[src/rtl/irq_ctrl.sv]
// irq_ctrl: vectored interrupt controller between the IRQ pins and the CPU control unit.
// Each irq line is synchronised, latched per channel in level or edge mode, and masked.
// The lowest pending unmasked channel is then offered to the pipeline through a
// req/ack/done handshake.
//
// Ports:
//   clk, reset_        clock, asynchronous active-low reset
//   irq                raw asynchronous interrupt lines, active high
//   int_en             global interrupt enable
//   vec_base           vector table base (word address)
//   reg_we/sel/wdata   config write: 0 MASK, 1 EDGE, 2 PENDING (W1C), 3 STATUS (read-only)
//   reg_rdata          combinational read of the register selected by reg_sel
//   int_req/id/vector  registered request, winning channel, vector address
//   int_ack, int_done  request accepted / handler returned (single-cycle pulses)
//   in_service         high while a handler is running
module irq_ctrl #(
  parameter int unsigned IRQ_CH          = 8,
  parameter int unsigned ADDR_W          = 30,
  parameter int unsigned VEC_STRIDE_LOG2 = 2,
  parameter int unsigned SYNC_STAGES     = 2,
  localparam int unsigned ID_W           = (IRQ_CH > 1) ? $clog2(IRQ_CH) : 1
) (
  input  logic              clk,
  input  logic              reset_,
  input  logic [IRQ_CH-1:0] irq,
  input  logic              int_en,
  input  logic [ADDR_W-1:0] vec_base,
  input  logic              reg_we,
  input  logic [1:0]        reg_sel,
  input  logic [31:0]       reg_wdata,
  output logic [31:0]       reg_rdata,
  output logic              int_req,
  output logic [ID_W-1:0]   int_id,
  output logic [ADDR_W-1:0] int_vector,
  input  logic              int_ack,
  input  logic              int_done,
  output logic              in_service
);

  typedef enum logic [1:0] {StIdle, StReq, StService} state_e;

  state_e            r_state, w_state_d;
  logic [ID_W-1:0]   r_id, w_id_d;
  logic [IRQ_CH-1:0] r_sync [SYNC_STAGES];
  logic [IRQ_CH-1:0] r_prev;
  logic [IRQ_CH-1:0] r_mask, r_edge, r_pend;
  logic [IRQ_CH-1:0] w_s_irq, w_rise, w_clr, w_ack_clr, w_pend_d, w_elig;
  logic [ID_W-1:0]   w_win;
  logic              w_ack_acc, w_pend_wr;
  logic [31:0]       w_rdata;

  if (IRQ_CH < 32) begin : g_unused
    logic w_unused_wdata;
    assign w_unused_wdata = ^reg_wdata[31:IRQ_CH];
  end

  // Synchroniser chains plus one extra flop for edge detection.
  always_ff @(posedge clk or negedge reset_) begin
    if (!reset_) begin
      for (int s = 0; s < SYNC_STAGES; s++) r_sync[s] <= '0;
      r_prev <= '0;
    end else begin
      r_sync[0] <= irq;
      for (int s = 1; s < SYNC_STAGES; s++) r_sync[s] <= r_sync[s-1];
      r_prev <= r_sync[SYNC_STAGES-1];
    end
  end

  assign w_s_irq   = r_sync[SYNC_STAGES-1];
  assign w_rise    = w_s_irq & ~r_prev;
  assign w_ack_acc = (r_state == StReq) && int_ack;
  assign w_pend_wr = reg_we && (reg_sel == 2'd2);
  assign w_ack_clr = w_ack_acc ? (IRQ_CH'(1) << r_id) : '0;
  assign w_clr     = (w_pend_wr ? reg_wdata[IRQ_CH-1:0] : '0) | w_ack_clr;
  // Level channels track the pin; edge channels hold until cleared, a new edge beats a clear.
  assign w_pend_d  = (r_edge & (w_rise | (r_pend & ~w_clr))) | (~r_edge & w_s_irq);
  assign w_elig    = r_pend & ~r_mask;

  always_ff @(posedge clk or negedge reset_) begin
    if (!reset_) begin
      r_mask <= '1;
      r_edge <= '0;
      r_pend <= '0;
    end else begin
      r_pend <= w_pend_d;
      if (reg_we && reg_sel == 2'd0) r_mask <= reg_wdata[IRQ_CH-1:0];
      if (reg_we && reg_sel == 2'd1) r_edge <= reg_wdata[IRQ_CH-1:0];
    end
  end

  // Fixed priority: scanning downwards leaves the lowest eligible index.
  always_comb begin
    w_win = '0;
    for (int i = IRQ_CH - 1; i >= 0; i--) begin
      if (w_elig[i]) w_win = ID_W'(i);
    end
  end

  always_comb begin
    w_state_d = r_state;
    w_id_d    = r_id;
    unique case (r_state)
      StIdle: begin
        if (int_en && |w_elig) begin
          w_state_d = StReq;
          w_id_d    = w_win;
        end
      end
      StReq: begin
        // int_id stays frozen here; a newly arriving higher priority waits its turn.
        if (int_ack)                        w_state_d = StService;
        else if (!int_en || !w_elig[r_id]) w_state_d = StIdle;
      end
      StService: begin
        if (int_done) w_state_d = StIdle;
      end
      default: w_state_d = StIdle;
    endcase
  end

  always_ff @(posedge clk or negedge reset_) begin
    if (!reset_) begin
      r_state <= StIdle;
      r_id    <= '0;
    end else begin
      r_state <= w_state_d;
      r_id    <= w_id_d;
    end
  end

  assign int_req    = (r_state == StReq);
  assign in_service = (r_state == StService);
  assign int_id     = r_id;
  assign int_vector = vec_base + (ADDR_W'(r_id) << VEC_STRIDE_LOG2);

  always_comb begin
    w_rdata = '0;
    unique case (reg_sel)
      2'd0: w_rdata[IRQ_CH-1:0] = r_mask;
      2'd1: w_rdata[IRQ_CH-1:0] = r_edge;
      2'd2: w_rdata[IRQ_CH-1:0] = r_pend;
      2'd3: begin
        w_rdata[31]  = in_service;
        w_rdata[30]  = int_req;
        w_rdata[7:0] = 8'(r_id);
      end
      default: w_rdata = '0;
    endcase
  end

  assign reg_rdata = w_rdata;

endmodule

[config.mk]
export PLATFORM = sky130hd
export DESIGN_NAME = irq_ctrl
export DESIGN_NICKNAME = d
export VERILOG_FILES = /design/src/rtl/irq_ctrl.sv
export SDC_FILE = /design/constraint.sdc
export NUM_CORES = 1
export LEC_CHECK = 0
export CORE_UTILIZATION = 44
export CTS_CLUSTER_DIAMETER = 40
export DETAILED_ROUTE_END_ITERATION = 10
export PLACE_DENSITY = 0.83
export REMOVE_ABC_BUFFERS = 1
export SYNTH_ARGS = -nofsm -noshare
export SYNTH_HDL_FRONTEND = slang
export SYNTH_SLANG_ARGS = --single-unit
export TNS_END_PERCENT = 50
[constraint.sdc]
create_clock -name clk -period 3.4 [get_ports clk]
set_input_delay 0.34 -clock clk [delete_from_list [all_inputs] [get_ports clk]]
set_output_delay 0.34 -clock clk [all_outputs]
set_load 0.05 [all_outputs]
### Word level (Yosys, flattened, before mapping)

Cells that the tools add are included.

| word-level totals | value |
|---|---|
| bits in registers | 53 |
| word-level logic and storage cells | 63 |

| operators by class | value |
|---|---|
| shift-type cells | 1 |
| $lt $le $gt $ge | 1 |
| muxes and demuxes | 19 |
| $add $sub $neg | 1 |
| equality and inequality tests | 8 |
| reductions and logical operators | 13 |
| bitwise logic cells | 12 |

Operators with widths:

| kind | number |
|---|---|
| 8-bit bitwise AND | 5 |
| 8-bit inverter | 4 |
| 8-bit case mux with 4 select lines | 1 |
| 30-bit by 5-bit adder with 30-bit output | 1 |
| 3-bit two-way mux | 8 |
| 8-bit OR | 3 |
| 8-bit two-way mux | 2 |
| 2-bit two-way mux | 5 |
| 8-bit OR reduction | 1 |
| 1-bit by 3-bit left shift with 8-bit output (first input constant) | 1 |
| 2-bit equality test (second input constant) | 3 |
| 2-bit case mux with 3 select lines | 1 |
| 1-bit logical AND | 5 |
| 2-bit by 1-bit equality test with 1-bit output (second input constant) | 2 |
| 2-bit zero test | 2 |
| 3-bit by 4-bit < comparator with 1-bit output (second input constant) | 1 |
| 2-bit inequality test (second input constant) | 2 |
| 1-bit binary-select mux with 3-bit select | 1 |
| 3-bit by 1-bit inequality test with 1-bit output (second input constant) | 1 |
| 3-bit AND reduction | 1 |
| 1-bit zero test | 2 |
| 2-bit AND reduction | 1 |
| 1-bit logical OR | 1 |
| 1-bit two-way mux | 1 |

### Longest topological paths before layout

Gate-level depths: netlist of the first run.

| depth | value |
|---|---|
| depth after elaboration | 10 |
| mapped depth | 8 |

### Least setup slack after synthesis of the first run

OpenSTA, ideal clock, no wires.

| timing path | value |
|---|---|
| path kind | register to output |
| start point | register r_id[0], in the netlist int_id[0] |
| end point | output int_vector[20] |
| arrival time | 2,911 ps |
| slack | 149 ps |
| stages on the path, launching flop included | 9 |
| data required time | 3,060 ps |
| cells stage by stage | dfrtp_1 > ha_1 > inv_1 > fa_1 > nand2b_1 > a211oi_2 > nand2_1 > nor3_1 > xor2_1 |

| on the way | value |
|---|---|
| word-level cells in the longest chain between the ends | 1 |

Ends and longest elaborated chain:

| item | RTL line | text |
|---|---|---|
| start, declared | 43 | `logic [ID_W-1:0] r_id, w_id_d;` |
| start signal, assigned | 127 | `r_id <= w_id_d;` |
| 30-bit by 5-bit adder with 30-bit output | 134 | `assign int_vector = vec_base + (ADDR_W'(r_id) << VEC_STRIDE_LOG2);` |
| end, declared | 34 | `output logic [ADDR_W-1:0] int_vector,` |

No other way between the ends.

### Worst setup path after layout of the first run

| timing path | value |
|---|---|
| start point | input vec_base[2] |
| end point | output int_vector[20] |

| on the way | value |
|---|---|
| word-level cells in the longest chain between the ends | 1 |

Ends and longest elaborated chain:

| item | RTL line | text |
|---|---|---|
| start, declared | 27 | `input logic [ADDR_W-1:0] vec_base,` |
| 30-bit by 5-bit adder with 30-bit output | 134 |  |

No other way between the ends.

==> impl.org, run 1 <==
** Die
- Cell row count :: 29
- For this configuration, the core starts out at a cell density of 0.462.
- In this run the vertical extent of the chip is 84.4 µm.
- The core region is 6460 µm².
- Die ar. :: a little over 7000 µm²
- Die W :: roughly 84 µm
- For this design the top-level I/O count stands at roughly 150.

** Global route
- In the global route stage, met2 resource usage came out at 0.392.
- The initial antenna violation count came to 0.
- Entering global routing, the biggest net connects 54 pins.
- Global-route wire length before repair :: between 10 and 15 mm
- For this run, the total global-route usage over all layers was measured as 0.210.
- For this run, global-route usage on met3 was measured as 0.0315.
- Gr ovfl total :: 0
- The number of global-route vias before repair came to about 2,500.
- For met1 alone, demand over resource in global routing was 0.247.
- Grt peak-use layer :: met2

** Clock tree
- Num CTS Buffers :: 5
- Post-cts gate resize count :: 0
- Hold repair after CTS inserted 0 buffers.
- The tree is rooted in a clkbuf_8.
- No sink is reached through more buffers than the 2 on the longest clock path.
- Total setup buffers inserted after CTS :: 0
- Clock-pin slew was measured on the worst setup and hold paths at approximately 90 ps.
- TritonCTS clock tree :: yes
- Clock latency on the worst-skew pair :: between 300 and 400 ps
- Maximum level of the CTS H-tree :: 2
- Number of sinks on the clock net :: 53

** Drt
- Residual DRC count :: 15
- Using the TritonRoute via totals, the vias-per-cell ratio works out to between 5 and 6.
- Number of design-rule violations left by the first detailed-router iteration :: about 160
- The final layout contains routed wiring with a total length of approximately 7.1 mm.
- Vias post-DR :: ~2,400
- Pre-antenna DRT Iters :: 8
- Remaining antenna violation count :: 0
- Dividing the detail-routed wire length by the instance count gives roughly 15 µm.

** Synth
- Compound-gate portion of the synthesized area :: 0.0927
- Register bit count reported by yosys :: 53
- After synthesis, the largest family of logic cells by area is simple AND/OR/NAND/NOR gates.
- Among all flip-flop cells after synthesis, the most frequent one is dfrtp_1.
- Post-synth EDFFs :: 0
- The number of different library cells used by synthesis comes to 44.
- Of the post-synthesis cell area, the part taken by muxes is 0.107.
- A synthesized cell averages 10.3 µm².
- Of the total synthesized cell area, the portion taken by full adders, half adders and majority gates is 0.0193.
- During synthesis, Yosys emitted a total of 0 warnings.
- Cell area after technology mapping :: just under 3000 µm²
- Xor-xnor portion of the synthesized cell area :: 0.0788
- Synthesized instance count :: roughly 290
- Sequential share of the synthesized area :: 0.448
- Counting flops with an async set or reset pin after synthesis yields a share of 1.00.
- Of the total synthesized cell area, the portion taken by AND, OR, NAND and NOR gates is 0.176.

** Placement
- Placed inst area :: 4030 µm²
- At the end of routability-driven placement, the weighted congestion stood at 0.894.
- Port buffering added 94 buffers.
- Detailed placement finished with a half-perimeter wire length of roughly 5.7 mm.

** Pwr
- In this run the power spent charging and discharging nets is between 1 and 1.5 mW.
- Share of power burned in combinational logic :: 0.521
- Switching share of power :: 0.446
- The internal portion of the total power is ~1.3 mW.
- Total power divided by cell area :: between 500 and 600 nW/µm²
- Part of the total power dissipated in sequential elements :: 0.339
- Reported leakage power :: between 1.5 and 2 nW
- VDD sags by at most around 0.00033 V.
- After layout, the design draws a total of between 2 and 2.5 mW.
- The share of total power dissipated in the clock network is 0.140.

** Timing
- Maximum clock skew at final layout :: between 7 and 8 ps
- Total setup violations reported at the end of the flow :: 0
- At the pin with the least slew margin, the transition time is 1100 ps.
- Worst slew margin relative to its limit :: 0.264
- Final min period :: between 3000 and 4000 ps
- Summed over all failing endpoints, the final setup total negative slack is 0 ps.
- FMAX :: about 310 MHz
- Share of the cycle needed by the critical path after routing :: 0.936
- Tightest hold margin :: 242 ps
- Number of slew-limit violations in the final report :: 0
- The hold violation total from the final report came to 0.
- RSZ-0062 raised after global routing :: false

** Setup path
- Grouping stages by cell kind, the critical path spends the most delay in buffers and inverters.
- Worst reg-to-reg path cell count :: 5
- Slowest cell on the critical path :: clkdlybuf4s50_1
- CP Launch Type :: primary input
- The critical path runs through a total of 10 cells.
- Arrival time reported for the critical path endpoint :: roughly 2800 ps
- Type of element capturing the critical path :: output pin
- Setup Crit Path Kind :: in -> out
- Critical Path, Cell by Cell :: clkdlybuf4s50_1, ha_1, inv_1, fa_1, nand2b_1, a211oi_2, nand2_1, nor3_1, xor2_1, buf_12
- Together, buffers and inverters on the worst path number 3.
- In this run the worst path has a maximum fanout of 5.
- At the worst endpoint, the required time is 3060 ps.
- The largest single stage delay on the critical path is between 400 and 500 ps.

** Layout
- The number of antenna diodes in the final layout is 0.
- The library cells used most frequently in the layout, excluding fill and tap cells, are clkdlybuf4s50_1, dfrtp_1, nand2_1.
- Footprint of the multi-input gates :: 1500 µm²
- Nets@finish :: 470
- Leaving out fill and tap cells, the most frequent cell in the layout is clkdlybuf4s50_1.
- Layout cell share with drive strength beyond 1 :: 0.162
- Growth of design area from synthesis to finish :: 37.8%
- Layout filler cell count :: 528
- The finished cells cover approximately 4100 µm².
- The sequential cells in the finished layout cover a total of roughly 1300 µm².
- Once layout is complete, the utilization of the core stands at 0.637.

** Worst hold path
- Class of the worst hold path :: in -> async

** Outcome
- Violated checks :: design-rule violations
- The flow ran to the end, but the final reports show violations.

** Run
- Max Cap Viol :: 0
[power by group through the flow]
stage / Combinational (mW) / Clock (mW) / Sequential, mW
after global placement: 1.24 / 0 / 0.825
final: 1.26 / 0.340 / 0.821
after global routing: 1.34 / 0.375 / 0.836
after floorplan: 0.747 / 0 / 0.892
after detailed placement: 1.26 / 0 / 0.834
after CTS: 1.26 / 0.350 / 0.822
[layer usage]
metal  routed length (µm)  share of wire
met3                  564          0.079
met2                 3760           0.53
met1                 2690           0.38
met5                    0              0
met4                  112          0.016
[area by class of cell]
type                       instances  share of cell area
clock buffer                       5              0.0167
clock inverter                     3             0.00426
inverter                           8             0.00730
multi-input combinational        220               0.364
sequential                        53               0.325
tap                               77              0.0234
timing repair buffer             100               0.259
[flip-flops by register name, indices dropped and copies added (netlist names)]
signal / count
r_edge: 8
r_mask: 8
r_pend: 8
r_prev: 8
r_sync: 8
w_s_irq: 8
int_id: 3
r_state: 2
[cell families (layout without fill, tap and decap cells)]
kind of cell / after synthesis / count (layout)
AO/OA/AOI/OAI: 39 / 39
XOR/XNOR: 26 / 26
adder cells (fa/ha/maj): 4 / 4
buffers and inverters: 37 / 116
flip-flops: 53 / 53
multiplexers: 25 / 25
other: 1 / 22
AND/OR/NAND/NOR: 104 / 104
[final timing paths]
kind | from | to | slack, ps
worst min-delay path | reset_ | w_s_irq[6] | 240
worst max register to register | r_mask[7] | int_id[0] | 1760
min in group clk | r_sync[11] | w_s_irq[3] | 350
max in group asynchronous | reset_ | w_s_irq[1] | 2490
worst min register to register | r_sync[11] | w_s_irq[3] | 350
worst max-delay path | vec_base[2] | int_vector[20] | 220
[metrics by stage]
step / setup slack [ps] / instances
after floorplan: -20.6 / 281
after global placement: 235 / 458
after detailed placement: 208 / 458
after CTS: 183 / 466
after global routing: 78.2 / 466
final: 217 / 466
[cells in the mapped netlist, drive strengths merged (5+ instances only)]
cell type / count / area, µm²
dfrtp: 45 / 1130
nand2: 44 / 165
buf: 26 / 189
mux2: 16 / 180
nor2: 14 / 52.6
xnor2: 14 / 123
nor2b: 13 / 81.3
xor2: 12 / 113
a21oi: 10 / 50.1
o21ai: 9 / 45.0
dfstp: 8 / 210
inv: 8 / 30.0
nand3: 8 / 40.0
a221oi: 7 / 61.3
a21o: 6 / 45.0
and3: 5 / 31.3
mux2i: 5 / 50.1
[worst reg2reg max path, cell delays in order, from the launching register on]
cell and delay [ps]:
dfstp_2 540, nand2b_1 160, nor2b_1 190, nand2_1 90, o21ai_1 200, mux2_1 350
Note: power is estimated with default switching activity, not from simulation.
==> run 2: changes to the inputs <==
Settings changed: CORE_UTILIZATION 44 to 50, DONT_BUFFER_PORTS from default to 1, PLACE_DENSITY 0.83 to 0.62.
==> impl.org, run 2 (synthesized netlist as in run 1, its figures left out) <==
** Pwr
- Of the total power, combinational logic draws 0.484.
- Share of power burned in the clock network :: 0.152
- Summed over all nets, the switching power comes to between 1 and 1.5 mW.
- Total power divided by cell area :: around 670 nW/µm²
- Summed over all cells, the static leakage comes to roughly 1.5 nW.
- Of the total power, registers draw 0.365.
- Of the total power, the share spent switching nets is 0.464.
- Power comes to roughly 2.2 mW.
- VDD sags by at most approximately 0.00037 V.
- Internal power contribution :: roughly 1.2 mW

** Layout
- In the layout the commonest cells are dfrtp_1, nand2_1, buf_4.
- Nets@finish :: around 400
- The multi-input combinational cells in the finished layout cover a total of approximately 1500 µm².
- Layout cell share with drive strength beyond 1 :: 0.205
- The repair_antennas step left the layout with diodes totalling 0.
- Number of standard cells in the layout, taps in and fillers out :: ~400
- Registers take 1340 µm².
- Layout filler cell count :: 494
- Relative to the synthesized area, the layout overhead comes to 10.8%.
- The library cell used most frequently in the layout, excluding fill and tap cells, is dfrtp_1.

** Clock tree
- CTS built an H-tree with a depth of 2.
- Clock root cell :: clkbuf_8
- The longest clock path from root to sink contains 2 buffers.
- TritonCTS built the clock tree.
- The clock reaches the later pin of the worst-skew pair after around 300 ps.
- For this design, the sink count on the clock tree is 53.
- Num CTS Buffers :: 5
- Clock-pin slew reported for the worst setup and hold paths after clock tree synthesis :: 90 ps
- The number of gates resized after CTS was 0.

** Placement
- After detailed placement, the design holds a cell count of around 380.
- Input and output buffers added on the ports amount to 0.
- Post-detailed-placement half-perimeter wirelength :: between 4 and 5 mm
- Routability-driven placement finished with a final weighted congestion of between 0.7 and 0.8.

** Setup path
- Worst endpoint required time :: between 3000 and 4000 ps
- Setup Crit Path Kind :: reg -> out
- Type of element capturing the critical path :: output pin
- The largest single stage delay on the critical path is 390 ps.
- The worst setup path is launched from a flip-flop.
- Tracing the worst setup path back leads to its startpoint at int_id[0].
- Startpoint of the worst-slack reg-to-reg timing path :: r_mask[7]
- Critical Path, Cell by Cell :: ha_1, inv_1, fa_1, nand2b_1, a211oi_2, nand2_1, nor3_1, xor2_1, buf_4
- STA puts the critical path data arrival time at approximately 2700 ps.
- Slowest cell on the critical path :: fa_1
- Highest fanout seen on the critical path :: 5

** Timing
- After routing, the total negative slack on setup checks comes to 0 ps.
- FMAX :: 334 MHz
- On the final layout, the worst hold slack is 54.2 ps.
- Setup repair after global routing left no endpoint under its margin.
- Measured against its own limit, the worst slew margin works out to 0.317.
- Setup violations remaining at the end of the flow were counted as 0.
- The number of slew-limit violations in the final report was 0.
- Between clock sinks in the finished design, the worst skew comes to between 7 and 8 ps.
- For the pin with the worst max-slew slack, the measured transition is slightly above 1000 ps.
- Final min period :: 3000 ps
- The hold violation total from the final report is 0.
- In the finished design, the share of the clock period the worst path needs comes to 0.882.

** Die
- The floorplan step defined a die boundary enclosing ~6300 µm².
- Die height :: slightly below 80 µm
- From left edge to right edge, the die measures 79.3 µm.
- In this run the standard cell core region covers 5640 µm².
- Initial core utilization :: 0.529
- Ports placed on the boundary :: around 150
- In this run the core area contains 27 standard-cell rows.

** Global route
- For this run the aggregate overflow at the end of global routing stands at 0.
- Pin count of the biggest net entering global routing :: 54
- The initial antenna violation count was 0.
- The number of global-route vias before repair came to 2,044.
- The first global-routing pass estimated roughly 9.6 mm of wire.
- For this run, the total global-route usage over all layers was measured as 0.203.

** Drt
- Remaining antenna violation count :: 0
- Number of vias per cell :: ~5.4
- Residual DRC count :: 0
- Number of design-rule violations left by the first detailed-router iteration :: 62
- The first detailed-routing pass took 4 iterations.
- The detailed router placed about 2,100 vias in this run.
- After detailed routing, the average wire length per cell comes to around 16 µm.
- Routed Wire Length :: ~6.2 mm

** Worst hold path
- Class of the worst hold path :: in -> reg
- In this run the most critical hold path is launched from irq[2].

** Outcome
- Status :: completed

** Run
- Max Cap Viol :: 0
## run 2: worst max-delay path, delay by kind of cell (launching register included)
kind | cells | cell delay, ps
compound gates | 1 | 370
buf+inv | 2 | 280
fa+ha+maj | 2 | 570
simple gates | 3 | 570
flops | 1 | 360
xor+xnor | 1 | 190
## run 2: worst paths after layout
path	end	slack [ps]	depth (start not counted)
max	int_vector[20]	400	9
min	r_sync[10]	50	0
max reg2reg	int_id[0]	1710	5
min reg2reg	w_s_irq[6]	360	0
max in group asynchronous	r_mask[3]	2580	2
min in group asynchronous	w_s_irq[2]	540	2
## run 2: per-stage QoR
stage | instance area, µm² | utilization | setup WS, ps
floorplan | 2860 | - | -20.6
global placement | 3190 | 0.565 | 731
detailed placement | 3190 | 0.565 | 716
CTS | 3310 | 0.586 | 359
global route | 3310 | 0.586 | 208
finish | 3310 | 0.586 | 402
## run 2: layout make-up
type	count	share of cell area
Tap cell	72	0.0273
Clock inverter	2	0.00303
Multi-Input combinational cell	220	0.453
Clock buffer	6	0.0220
Inverter	8	0.00908
Timing Repair Buffer	33	0.0818
Sequential cell	53	0.404
## run 2: power groups by stage
stage	logic, mW	clock network [mW]	registers, mW
after global routing	1.13	0.372	0.821
after global placement	1.05	0	0.816
after floorplan	0.747	0	0.892
after detailed placement	1.06	0	0.819
final	1.07	0.336	0.807
after CTS	1.08	0.349	0.806
## run 2: per-layer routing
metal / global-route usage / vias to the layer above / wire length (µm)
met2: 0.370 / 90 / 3190
met5: 0 / - / 0
met1: 0.217 / 1025 / 2290
li1: - / 1007 / -
met4: 0.0709 / 0 / 93
met3: 0.0655 / 10 / 620
## run 2: timing repair
item,4_1_cts,5_1_grt
setup buffers,0,0
hold buffers,2,0
endpoints found under the hold margin,53,0
